--- src/rtl/uart_pkg.sv ---
// uart_pkg: shared parity constants, FSM state types and the parity helper
// used by both halves of uart_xcvr.
package uart_pkg;

  localparam int PARITY_NONE   = 0;
  localparam int PARITY_EVEN   = 1;
  localparam int PARITY_ODD    = 2;
  localparam int MAX_DATA_BITS = 16;

  typedef enum logic [2:0] {TX_IDLE, TX_START, TX_DATA, TX_PARITY, TX_STOP} tx_state_t;
  typedef enum logic [2:0] {RX_IDLE, RX_START, RX_DATA, RX_PARITY, RX_STOP} rx_state_t;

  // Callers zero-extend narrower payloads; extra zero bits do not change the XOR.
  function automatic logic calc_parity(input logic [MAX_DATA_BITS-1:0] data, input int mode);
    return (mode == PARITY_ODD) ? ~(^data) : ^data;
  endfunction

endpackage

--- src/rtl/uart_bit_timer.sv ---
// uart_bit_timer: free-running 0..CLKS_PER_BIT-1 bit-cell counter with a
// synchronous clear, an end-of-bit strobe and three mid-bit sample strobes.
module uart_bit_timer #(
  parameter int CLKS_PER_BIT = 16
) (
  input  logic clk,
  input  logic rstn,
  input  logic clear,
  output logic bit_end,
  output logic sample_early,
  output logic sample_mid,
  output logic sample_late
);

  localparam int CNT_W = $clog2(CLKS_PER_BIT);

  logic [CNT_W-1:0] cnt;

  always_ff @(posedge clk) begin
    if (!rstn || clear || bit_end) begin
      cnt <= '0;
    end else begin
      cnt <= cnt + CNT_W'(1);
    end
  end

  assign bit_end      = (cnt == CNT_W'(CLKS_PER_BIT - 1));
  assign sample_early = (cnt == CNT_W'(CLKS_PER_BIT / 2 - 1));
  assign sample_mid   = (cnt == CNT_W'(CLKS_PER_BIT / 2));
  assign sample_late  = (cnt == CNT_W'(CLKS_PER_BIT / 2 + 1));

endmodule

--- src/rtl/uart_xcvr.sv ---
// uart_xcvr: full-duplex UART with configurable width, oversampling, parity
// and stop bits; the receiver votes three mid-bit samples per bit.
module uart_xcvr
  import uart_pkg::*;
#(
  parameter int DATA_BITS    = 7,
  parameter int CLKS_PER_BIT = 16,
  parameter int PARITY_MODE  = 1,
  parameter int STOP_BITS    = 1
) (
  input  logic                 clk,
  input  logic                 rstn,
  input  logic                 tx_start,
  input  logic [DATA_BITS-1:0] tx_data_in,
  output logic                 tx_busy,
  output logic                 tx_channel_out,
  input  logic                 rx_channel_in,
  output logic [DATA_BITS-1:0] rx_data_out,
  output logic                 rx_out_valid,
  output logic                 rx_parity_err,
  output logic                 rx_frame_err,
  output logic                 rx_busy
);

  if (DATA_BITS < 5 || DATA_BITS > MAX_DATA_BITS) begin : g_bad_data_bits
    $error("uart_xcvr: DATA_BITS must be in 5..16");
  end
  if (CLKS_PER_BIT < 4) begin : g_bad_clks_per_bit
    $error("uart_xcvr: CLKS_PER_BIT must be at least 4");
  end
  if (PARITY_MODE != PARITY_NONE && PARITY_MODE != PARITY_EVEN && PARITY_MODE != PARITY_ODD) begin : g_bad_parity
    $error("uart_xcvr: PARITY_MODE must be 0, 1 or 2");
  end
  if (STOP_BITS < 1 || STOP_BITS > 2) begin : g_bad_stop_bits
    $error("uart_xcvr: STOP_BITS must be 1 or 2");
  end

  localparam int IDX_W = $clog2(DATA_BITS);

  tx_state_t            tx_state;
  logic [DATA_BITS-1:0] tx_shift;
  logic [IDX_W-1:0]     tx_idx;
  logic                 tx_par;
  logic                 tx_stop_cnt;
  logic                 tx_bit_end, tx_s_early, tx_s_mid, tx_s_late;
  logic                 tx_unused_strobes;

  uart_bit_timer #(.CLKS_PER_BIT(CLKS_PER_BIT)) u_tx_timer (
    .clk          (clk),
    .rstn         (rstn),
    .clear        (tx_state == TX_IDLE),
    .bit_end      (tx_bit_end),
    .sample_early (tx_s_early),
    .sample_mid   (tx_s_mid),
    .sample_late  (tx_s_late)
  );

  // The transmitter only needs bit boundaries; the sample strobes are RX-only.
  assign tx_unused_strobes = tx_s_early ^ tx_s_mid ^ tx_s_late;

  always_ff @(posedge clk) begin
    if (!rstn) begin
      tx_state       <= TX_IDLE;
      tx_busy        <= 1'b0;
      tx_channel_out <= 1'b1;
      tx_shift       <= '0;
      tx_idx         <= '0;
      tx_par         <= 1'b0;
      tx_stop_cnt    <= 1'b0;
    end else begin
      case (tx_state)
        TX_IDLE: if (tx_start) begin
          tx_state       <= TX_START;
          tx_busy        <= 1'b1;
          tx_channel_out <= 1'b0;
          tx_shift       <= tx_data_in;
          tx_par         <= calc_parity(MAX_DATA_BITS'(tx_data_in), PARITY_MODE);
        end
        TX_START: if (tx_bit_end) begin
          tx_state       <= TX_DATA;
          tx_channel_out <= tx_shift[0];
          tx_shift       <= tx_shift >> 1;
          tx_idx         <= '0;
        end
        TX_DATA: if (tx_bit_end) begin
          if (tx_idx == IDX_W'(DATA_BITS - 1)) begin
            if (PARITY_MODE != PARITY_NONE) begin
              tx_state       <= TX_PARITY;
              tx_channel_out <= tx_par;
            end else begin
              tx_state       <= TX_STOP;
              tx_channel_out <= 1'b1;
              tx_stop_cnt    <= 1'b0;
            end
          end else begin
            tx_idx         <= tx_idx + IDX_W'(1);
            tx_channel_out <= tx_shift[0];
            tx_shift       <= tx_shift >> 1;
          end
        end
        TX_PARITY: if (tx_bit_end) begin
          tx_state       <= TX_STOP;
          tx_channel_out <= 1'b1;
          tx_stop_cnt    <= 1'b0;
        end
        TX_STOP: if (tx_bit_end) begin
          if (tx_stop_cnt == 1'(STOP_BITS - 1)) begin
            tx_state <= TX_IDLE;
            tx_busy  <= 1'b0;
          end else begin
            tx_stop_cnt <= 1'b1;
          end
        end
        default: tx_state <= TX_IDLE;
      endcase
    end
  end

  rx_state_t            rx_state;
  logic                 rx_sync1, rx_sync2, rx_prev;
  logic                 rx_fall, rx_vote;
  logic                 rx_s0, rx_s1;
  logic [DATA_BITS-1:0] rx_shift;
  logic [IDX_W-1:0]     rx_idx;
  logic                 rx_par_bad;
  logic                 rx_bit_end, rx_s_early, rx_s_mid, rx_s_late;

  assign rx_fall = rx_prev & ~rx_sync2;
  assign rx_vote = (rx_s0 & rx_s1) | (rx_s0 & rx_sync2) | (rx_s1 & rx_sync2);

  // Not clearing on the detection cycle keeps the counter aligned with the
  // first synchronised low cycle, so the votes straddle the bit centre.
  uart_bit_timer #(.CLKS_PER_BIT(CLKS_PER_BIT)) u_rx_timer (
    .clk          (clk),
    .rstn         (rstn),
    .clear        ((rx_state == RX_IDLE) && !rx_fall),
    .bit_end      (rx_bit_end),
    .sample_early (rx_s_early),
    .sample_mid   (rx_s_mid),
    .sample_late  (rx_s_late)
  );

  always_ff @(posedge clk) begin
    if (!rstn) begin
      rx_sync1      <= 1'b1;
      rx_sync2      <= 1'b1;
      rx_prev       <= 1'b1;
      rx_state      <= RX_IDLE;
      rx_busy       <= 1'b0;
      rx_out_valid  <= 1'b0;
      rx_data_out   <= '0;
      rx_parity_err <= 1'b0;
      rx_frame_err  <= 1'b0;
      rx_s0         <= 1'b1;
      rx_s1         <= 1'b1;
      rx_shift      <= '0;
      rx_idx        <= '0;
      rx_par_bad    <= 1'b0;
    end else begin
      rx_sync1     <= rx_channel_in;
      rx_sync2     <= rx_sync1;
      rx_prev      <= rx_sync2;
      rx_out_valid <= 1'b0;
      if (rx_s_early) rx_s0 <= rx_sync2;
      if (rx_s_mid)   rx_s1 <= rx_sync2;
      case (rx_state)
        RX_IDLE: if (rx_fall) begin
          rx_state   <= RX_START;
          rx_busy    <= 1'b1;
          rx_par_bad <= 1'b0;
        end
        RX_START: begin
          if (rx_s_late && rx_vote) begin
            rx_state <= RX_IDLE;
            rx_busy  <= 1'b0;
          end else if (rx_bit_end) begin
            rx_state <= RX_DATA;
            rx_idx   <= '0;
          end
        end
        RX_DATA: begin
          if (rx_s_late) rx_shift <= {rx_vote, rx_shift[DATA_BITS-1:1]};
          if (rx_bit_end) begin
            if (rx_idx == IDX_W'(DATA_BITS - 1)) begin
              rx_state <= (PARITY_MODE != PARITY_NONE) ? RX_PARITY : RX_STOP;
            end else begin
              rx_idx <= rx_idx + IDX_W'(1);
            end
          end
        end
        RX_PARITY: begin
          if (rx_s_late) rx_par_bad <= (rx_vote != calc_parity(MAX_DATA_BITS'(rx_shift), PARITY_MODE));
          if (rx_bit_end) rx_state <= RX_STOP;
        end
        // Finishing at mid-stop leaves half a bit of slack for the next start edge.
        RX_STOP: if (rx_s_late) begin
          rx_state      <= RX_IDLE;
          rx_busy       <= 1'b0;
          rx_out_valid  <= 1'b1;
          rx_data_out   <= rx_shift;
          rx_parity_err <= rx_par_bad;
          rx_frame_err  <= ~rx_vote;
        end
        default: rx_state <= RX_IDLE;
      endcase
    end
  end

endmodule

--- config.mk ---
export PLATFORM = sky130hd
export DESIGN_NAME = uart_xcvr
export DESIGN_NICKNAME = d
export VERILOG_FILES = /design/src/rtl/uart_pkg.sv /design/src/rtl/uart_bit_timer.sv /design/src/rtl/uart_xcvr.sv
export SDC_FILE = /design/constraint.sdc
export NUM_CORES = 1
export LEC_CHECK = 0
export CORE_MARGIN = 5
export CORE_UTILIZATION = 50
export DETAILED_ROUTE_END_ITERATION = 10
export PLACE_DENSITY = 0.71
export SYNTH_ARGS = -nofsm -noshare
export SYNTH_HDL_FRONTEND = slang
export SYNTH_SLANG_ARGS = --single-unit
--- constraint.sdc ---
create_clock -name clk -period 2.47 [get_ports clk]
set_input_delay 0.247 -clock clk [delete_from_list [all_inputs] [get_ports clk]]
set_output_delay 0.247 -clock clk [all_outputs]
set_load 0.005 [all_outputs]
==> results by group, run 1 <==
Layout
  • Area of the multi-input gates: 0.00138 mm2
  • Fillers: 476
  • Area grow syn2layout: 13.3%
  • Post-layout nets: 331
  • Share of cells above drive strength 1: 0.0703
  • Most frequent cells in the layout: dfxtp_1 (54), nor2_1 (40), nand2_1 (25), clkdlybuf4s50_1 (23), mux2i_1 (18)
  • Antenna cells: 0
  • Fin util: 0.582
  • Layout Cells excl Fill: 383
  • Commonest non-fill, non-tap cell in the layout: dfxtp_1
  • Sequential cell area: 0.00108 mm2

Timing
  • Worst-margin pin slew: 0.587 ns
  • Max Slew Vio Count: 0
  • Max-slew headroom: 0.608
  • Fin Hold WS: 0.404 ns
  • Setup tns final: 0 ns
  • Final Setup Violations: 0
  • F_max: 473 MHz
  • RSZ-0062 raised after global routing: no
  • Skew final: 0.00946 ns
  • Final min period: 2.11 ns
  • Final hold vios: 0
  • Final worst-path cycle share: 0.856

Clock tree
  • CTS tree: done
  • CTS root buf: clkbuf_8
  • Max H-tree Level: 2
  • Post-CTS Setup Bufs: 0
  • Clock-pin slew on the worst setup and hold paths: 0.10 ns
  • Post-CTS Resized: 0
  • Clock sink count: 54
  • Hold buffer count at cts: 0
  • Cts bufs inserted: 5
  • Longest Clk Path Bufs: 2
  • Skew-Pair Late Insertion Delay: 0.31 ns

Route
  • DR WL/cell: 12.0 um
  • TritonRoute pass-1 iters: 4
  • Vias/cell: 5.35
  • Starting DRT DRC Count: 203
  • Drt total wl: 4590 um
  • Final ANT Viol Nets: 0
  • DRC Markers: 0
  • Via count: 2050

Setup path
  • CP required: 2.70 ns
  • Critical Path End: tx_shift[2]
  • Crit-path cells: ha_1 -> and3_1 -> nand3_2 -> a221oi_4 -> nor2_1 -> a311oi_2
  • R2R setup slack: 0.36 ns
  • CP peak stage delay: 0.56 ns
  • Crit path max-delay cell type: a221oi_4
  • Crit start category: register
  • Worst reg2reg path depth: 6
  • Reg-to-reg endpoint: tx_shift[2]
  • Critical path launch point: u_tx_timer.cnt[0]
  • Critical path type: reg -> reg
  • FF-to-FF Start: u_tx_timer.cnt[0]
  • Worst Path Max Fanout: 14
  • Worst EP arrival: 2.34 ns
  • Critical Path Sink Type: register

Pwr
  • LEAKAGE: 1.19 nW
  • VDD IR max: 0.253 mV
  • Tot Pwr: 1.60 mW
  • PwrDens: 541 mW/mm2

Logic synthesis
  • Largest family of logic cells by synthesized area: simple AND/OR/NAND/NOR gates
  • Yosys warning count: 0
  • Synth top area share: 0.415
  • Mux contribution to synthesized area: 0.0691
  • Post-synth cell types: 48
  • Compound-Gate Fraction of Synth Area: 0.144
  • Simple-gate area share of the yosys netlist: 0.204
  • XOR/XNOR share of the synthesized area: 0.0710
  • Main synth FF type: dfxtp_1
  • Syn Inst Count: 294
  • Post-Synth Adder-Cell Area: 0.0422
  • Number of flops mapped to enable cells by yosys: 0
  • Mapped cell area: 0.00261 mm2
  • Synthesized area per cell: 8.87 um2
  • FF+latch count, synth: 54
  • Cells taking the most area after synthesis: dfxtp_1 (41%), mux2i_1 (6.9%), nor2_1 (5.8%)
  • Largest area contributor in the netlist: dfxtp_1
  • Register area share after synthesis: 0.415
  • Post-synth ARST share: 0
  • Post-Syn Nets: 313

GRT
  • Largest net degree at the start of global routing: 26
  • M2 GR Usage: 0.250
  • Number of global-route vias before repair: 1869
  • Global-route wire length before repair: 8040 um
  • Total GRT Usage: 0.149
  • Met1 usage in global routing: 0.186
  • Most used routing layer: met2
  • Gr ovfl total: 0
  • Met3 Use GR: 0.0369
  • Initial antenna violation count: 0

Hold path
  • Hold Crit Class: reg -> reg

Floorplanning
  • Area of the core: 0.00507 mm2
  • Row count: 26
  • Area of the die: 0.00676 mm2
  • Die height: 82.2 um
  • Io pins: 24
  • Initial Util: 0.514
  • Chip Width: 82.2 um

Place
  • Placed cells: 375
  • DP Wirelength: 3320 um
  • I/O Buffers: 23
  • GP Congestion: 0.794

Status
  • Status: finished, final reports clean

Run
  • Max-cap violations: 0
## stage by stage
stage / instance area (um2) / setup slack [ns]
2_1_floorplan: 2610 / 0.751
3_3_place_gp: 2860 / 0.433
3_5_place_dp: 2860 / 0.355
4_1_cts: 2960 / 0.335
5_1_grt: 2960 / 0.113
6_report: 2960 / 0.357
## critical path: cells and delay by family, from the launching register on
family / cells / cell delay (ns)
fa+ha+maj: 1 / 0.21
compound gates: 2 / 0.80
simple gates: 3 / 0.65
flops: 1 / 0.36
## how the worst min path moves through the flow
stage,start,endpoint,slack (ns),depth (start not counted)
6_report,rx_sync1,rx_sync2,0.40,1
5_1_grt,rx_sync1,rx_sync2,0.42,1
4_1_cts,rx_sync1,rx_sync2,0.41,1
3_5_place_dp,rx_sync1,rx_sync2,0.39,1
3_3_place_gp,rx_sync1,rx_sync2,0.39,1
2_1_floorplan,rx_channel_in,rx_sync1,0.35,1
## final cells by class
| type | instances | area share |
|---|---|---|
| Multi-Input combinational cell | 211 | 0.468 |
| Sequential cell | 54 | 0.366 |
| Clock inverter | 3 | 0.00847 |
| Inverter | 13 | 0.0165 |
| Tap cell | 70 | 0.0296 |
| Clock buffer | 5 | 0.0233 |
| Timing Repair Buffer | 27 | 0.0881 |
## where the power goes
group | leakage (nW) | internal [mW] | switching [mW]
clock network | 0.0447 | 0.205 | 0.303
registers | 0.439 | 0.897 | 0.0251
logic | 0.706 | 0.0822 | 0.0868
total | 1.19 | 1.18 | 0.415
## synthesized netlist by cell type (3+ instances only)
library cell,instances
nand3_1,14
ha_1,8
inv_1,10
buf_6,3
xor2_1,5
nor3_1,6
buf_2,3
o21ai_0,16
a21oi_1,15
and3_1,4
mux2i_1,18
nand2b_1,6
nand3b_1,3
xnor2_1,13
nor2_1,40
or3_1,4
o211ai_1,3
nand2_1,25
clkbuf_1,8
a311oi_2,3
dfxtp_1,54
a311oi_1,3
## per-layer routing
layer  vias up  routed length, um
li1       1048                  -
met1       958               2130
met2        37               2210
met3         7                197
met4         0                 57
met5         -                  0
## flip-flops by register name, summed over array words and instances, names as in the netlist
name	flops
rx_data_out	7
rx_shift	7
tx_shift	7
u_rx_timer.cnt	4
u_tx_timer.cnt	4
rx_idx	3
rx_state	3
tx_idx	3
tx_state	3
rx_busy	1
rx_frame_err	1
rx_out_valid	1
rx_par_bad	1
rx_parity_err	1
rx_prev	1
rx_s0	1
rx_s1	1
rx_sync1	1
rx_sync2	1
tx_busy	1
tx_channel_out	1
tx_par	1
## kinds of logic (layout without fill, tap and decap cells)
family | count (synthesis) | after routing
AND/OR/NAND/NOR | 111 | 111
flip-flops | 54 | 54
AO/OA/AOI/OAI | 54 | 54
XOR/XNOR | 19 | 19
adder cells (fa/ha/maj) | 9 | 9
buffers and inverters | 29 | 48
multiplexers | 18 | 18
Note: power is estimated with default switching activity, not from simulation.
==> run 2, diff against run 1 <==
Settings changed: CTS_CLUSTER_DIAMETER from default to 60, HOLD_SLACK_MARGIN from default to 0.02.
==> results of run 2 <==
No change in the layout: final DEF, timing and power equal those of run 1.
==> run 3, diff against run 2 <==
--- a/config.mk
+++ b/config.mk
@@ -11,2 +11,3 @@
 export DETAILED_ROUTE_END_ITERATION = 10
+export GPL_ROUTABILITY_DRIVEN = 0
 export HOLD_SLACK_MARGIN = 0.02
==> constraint.sdc (replaced) <==
create_clock -name clk -period 2.2 [get_ports clk]
set_input_delay 0.44 -clock clk [delete_from_list [all_inputs] [get_ports clk]]
set_output_delay 0.44 -clock clk [all_outputs]
set_load 0.005 [all_outputs]
==> run 3 against run 2 <==
Effect of this change:
- final cell count increased by 0.78%
- sequential power increased by 12%
- global-route usage increased by 1.0 points
- critical endpoint is now rx_state[1]
==> results by group, run 3 (same netlist as run 1, synthesis figures left out) <==
Setup path
  • Critical path launch point: u_rx_timer.cnt[0]
  • Top delay family on crit path: compound AO/OA/AOI/OAI gates
  • Critical Path Sink Type: register
  • CP required: 2.41 ns
  • Crit start category: register
  • FF-to-FF Start: u_rx_timer.cnt[0]
  • CP peak stage delay: 0.46 ns
  • Buf/Inv on CP: 0
  • Critical path type: reg -> reg
  • Crit path max-delay cell type: o31ai_1
  • Worst Path Max Fanout: 5
  • Crit-path cells: ha_1 -> nand3_1 -> o21a_1 -> o31ai_1 -> nand2_1 -> o41ai_1
  • Worst EP arrival: 2.23 ns

Clock tree
  • Clock-pin slew on the worst setup and hold paths: 0.10 ns
  • Hold buffer count at cts: 0
  • CTS tree: done
  • Clock sink count: 54
  • Longest Clk Path Bufs: 2
  • Post-CTS Resized: 0
  • Cts bufs inserted: 5
  • Max H-tree Level: 2
  • CTS root buf: clkbuf_8
  • Skew-Pair Late Insertion Delay: 0.31 ns
  • Post-CTS Setup Bufs: 0

Layout
  • Commonest non-fill, non-tap cell in the layout: dfxtp_1
  • Most frequent cells in the layout: dfxtp_1 (54), nor2_1 (40), nand2_1 (25), clkdlybuf4s50_1 (23), mux2i_1 (18)
  • Fin util: 0.587
  • Final Cell Area: 0.00298 mm2
  • Largest registers: rx_data_out x7, rx_shift x7, tx_shift x7
  • Antenna cells: 0
  • Area grow syn2layout: 14.3%
  • Post-layout nets: 334
  • Share of cells above drive strength 1: 0.0791

Pwr
  • PwrDens: 608 mW/mm2
  • LEAKAGE: 1.21 nW
  • VDD IR max: 0.303 mV
  • Tot Pwr: 1.81 mW

Route
  • DRC Markers: 0
  • Final ANT Viol Nets: 0
  • Drt total wl: 4800 um
  • Starting DRT DRC Count: 136
  • Via count: 2004
  • DR WL/cell: 12.4 um
  • TritonRoute pass-1 iters: 4
  • Vias/cell: 5.19

Timing
  • Max Slew Vio Count: 0
  • Skew final: 0.0106 ns
  • RSZ-0062 raised after global routing: no
  • Fin Hold WS: 0.417 ns
  • Setup tns final: 0 ns
  • Final hold vios: 0
  • Final worst-path cycle share: 0.922
  • Final min period: 2.03 ns
  • Final Setup Violations: 0
  • Worst-margin pin slew: 0.492 ns
  • Max-slew headroom: 0.670
  • F_max: 493 MHz

GRT
  • Total GRT Usage: 0.159
  • Initial antenna violation count: 0
  • Number of global-route vias before repair: 1971
  • Gr ovfl total: 0
  • Global-route wire length before repair: 8530 um
  • Largest net degree at the start of global routing: 23

Place
  • I/O Buffers: 23
  • DP Wirelength: 3450 um
  • Area post-placement: 0.00288 mm2

Floorplanning
  • Initial Util: 0.514
  • Io pins: 24
  • Chip Width: 82.2 um
  • Area of the core: 0.00507 mm2
  • Row count: 26
  • Area of the die: 0.00676 mm2
  • Die height: 82.2 um

Status
  • Status: finished, final reports clean

Hold path
  • Hold Crit Class: reg -> reg
  • Hold Startpoint: rx_sync1

Run
  • Max-cap violations: 0
==> run 3: cell count changes in the layout (fill, tap and decap cells not counted) <==
| cell | delta |
|---|---|
| clkinvlp_4 | -1 |
| inv_6 | +1 |
| buf_4 | +3 |
==> run 3: through the flow <==
| step | setup WS, ns | std cells |
|---|---|---|
| floorplan | 0.481 | 294 |
| global placement | 0.262 | 378 |
| detailed placement | 0.159 | 378 |
| CTS | 0.176 | 386 |
| global route | 0.0479 | 386 |
| finish | 0.173 | 386 |
==> run 3: path summary, 6_finish.rpt <==
| kind | to | slack (ns) | depth (start not counted) |
|---|---|---|---|
| setup reg to reg | rx_state[1] | 0.17 | 6 |
| hold reg to reg | rx_sync2 | 0.42 | 1 |
| hold / removal | rx_sync2 | 0.42 | 1 |
| setup / recovery | rx_state[1] | 0.17 | 6 |
==> run 3: cell type report <==
class | instances | area [um2]
multi-input cells | 211 | 1380
fillers | 481 | 2100
inverters | 13 | 48.8
clock buffers | 5 | 68.8
well taps | 70 | 87.6
flip-flops and latches | 54 | 1080
clock inverters | 3 | 26.3
repair buffers | 30 | 283
==> run 3: per-layer routing <==
layer,GRT usage,vias to the layer above,part of all wire
met5,0,-,0
met4,0.0565,0,0.0069
met3,0.0282,4,0.025
met2,0.278,23,0.49
met1,0.195,925,0.48
li1,-,1052,-
==> run 3: power by group <==
part,total (mW),switching (mW),internal [mW]
Sequential,1.03,0.0252,1.01
Clock,0.577,0.343,0.235
Combinational,0.200,0.104,0.0960
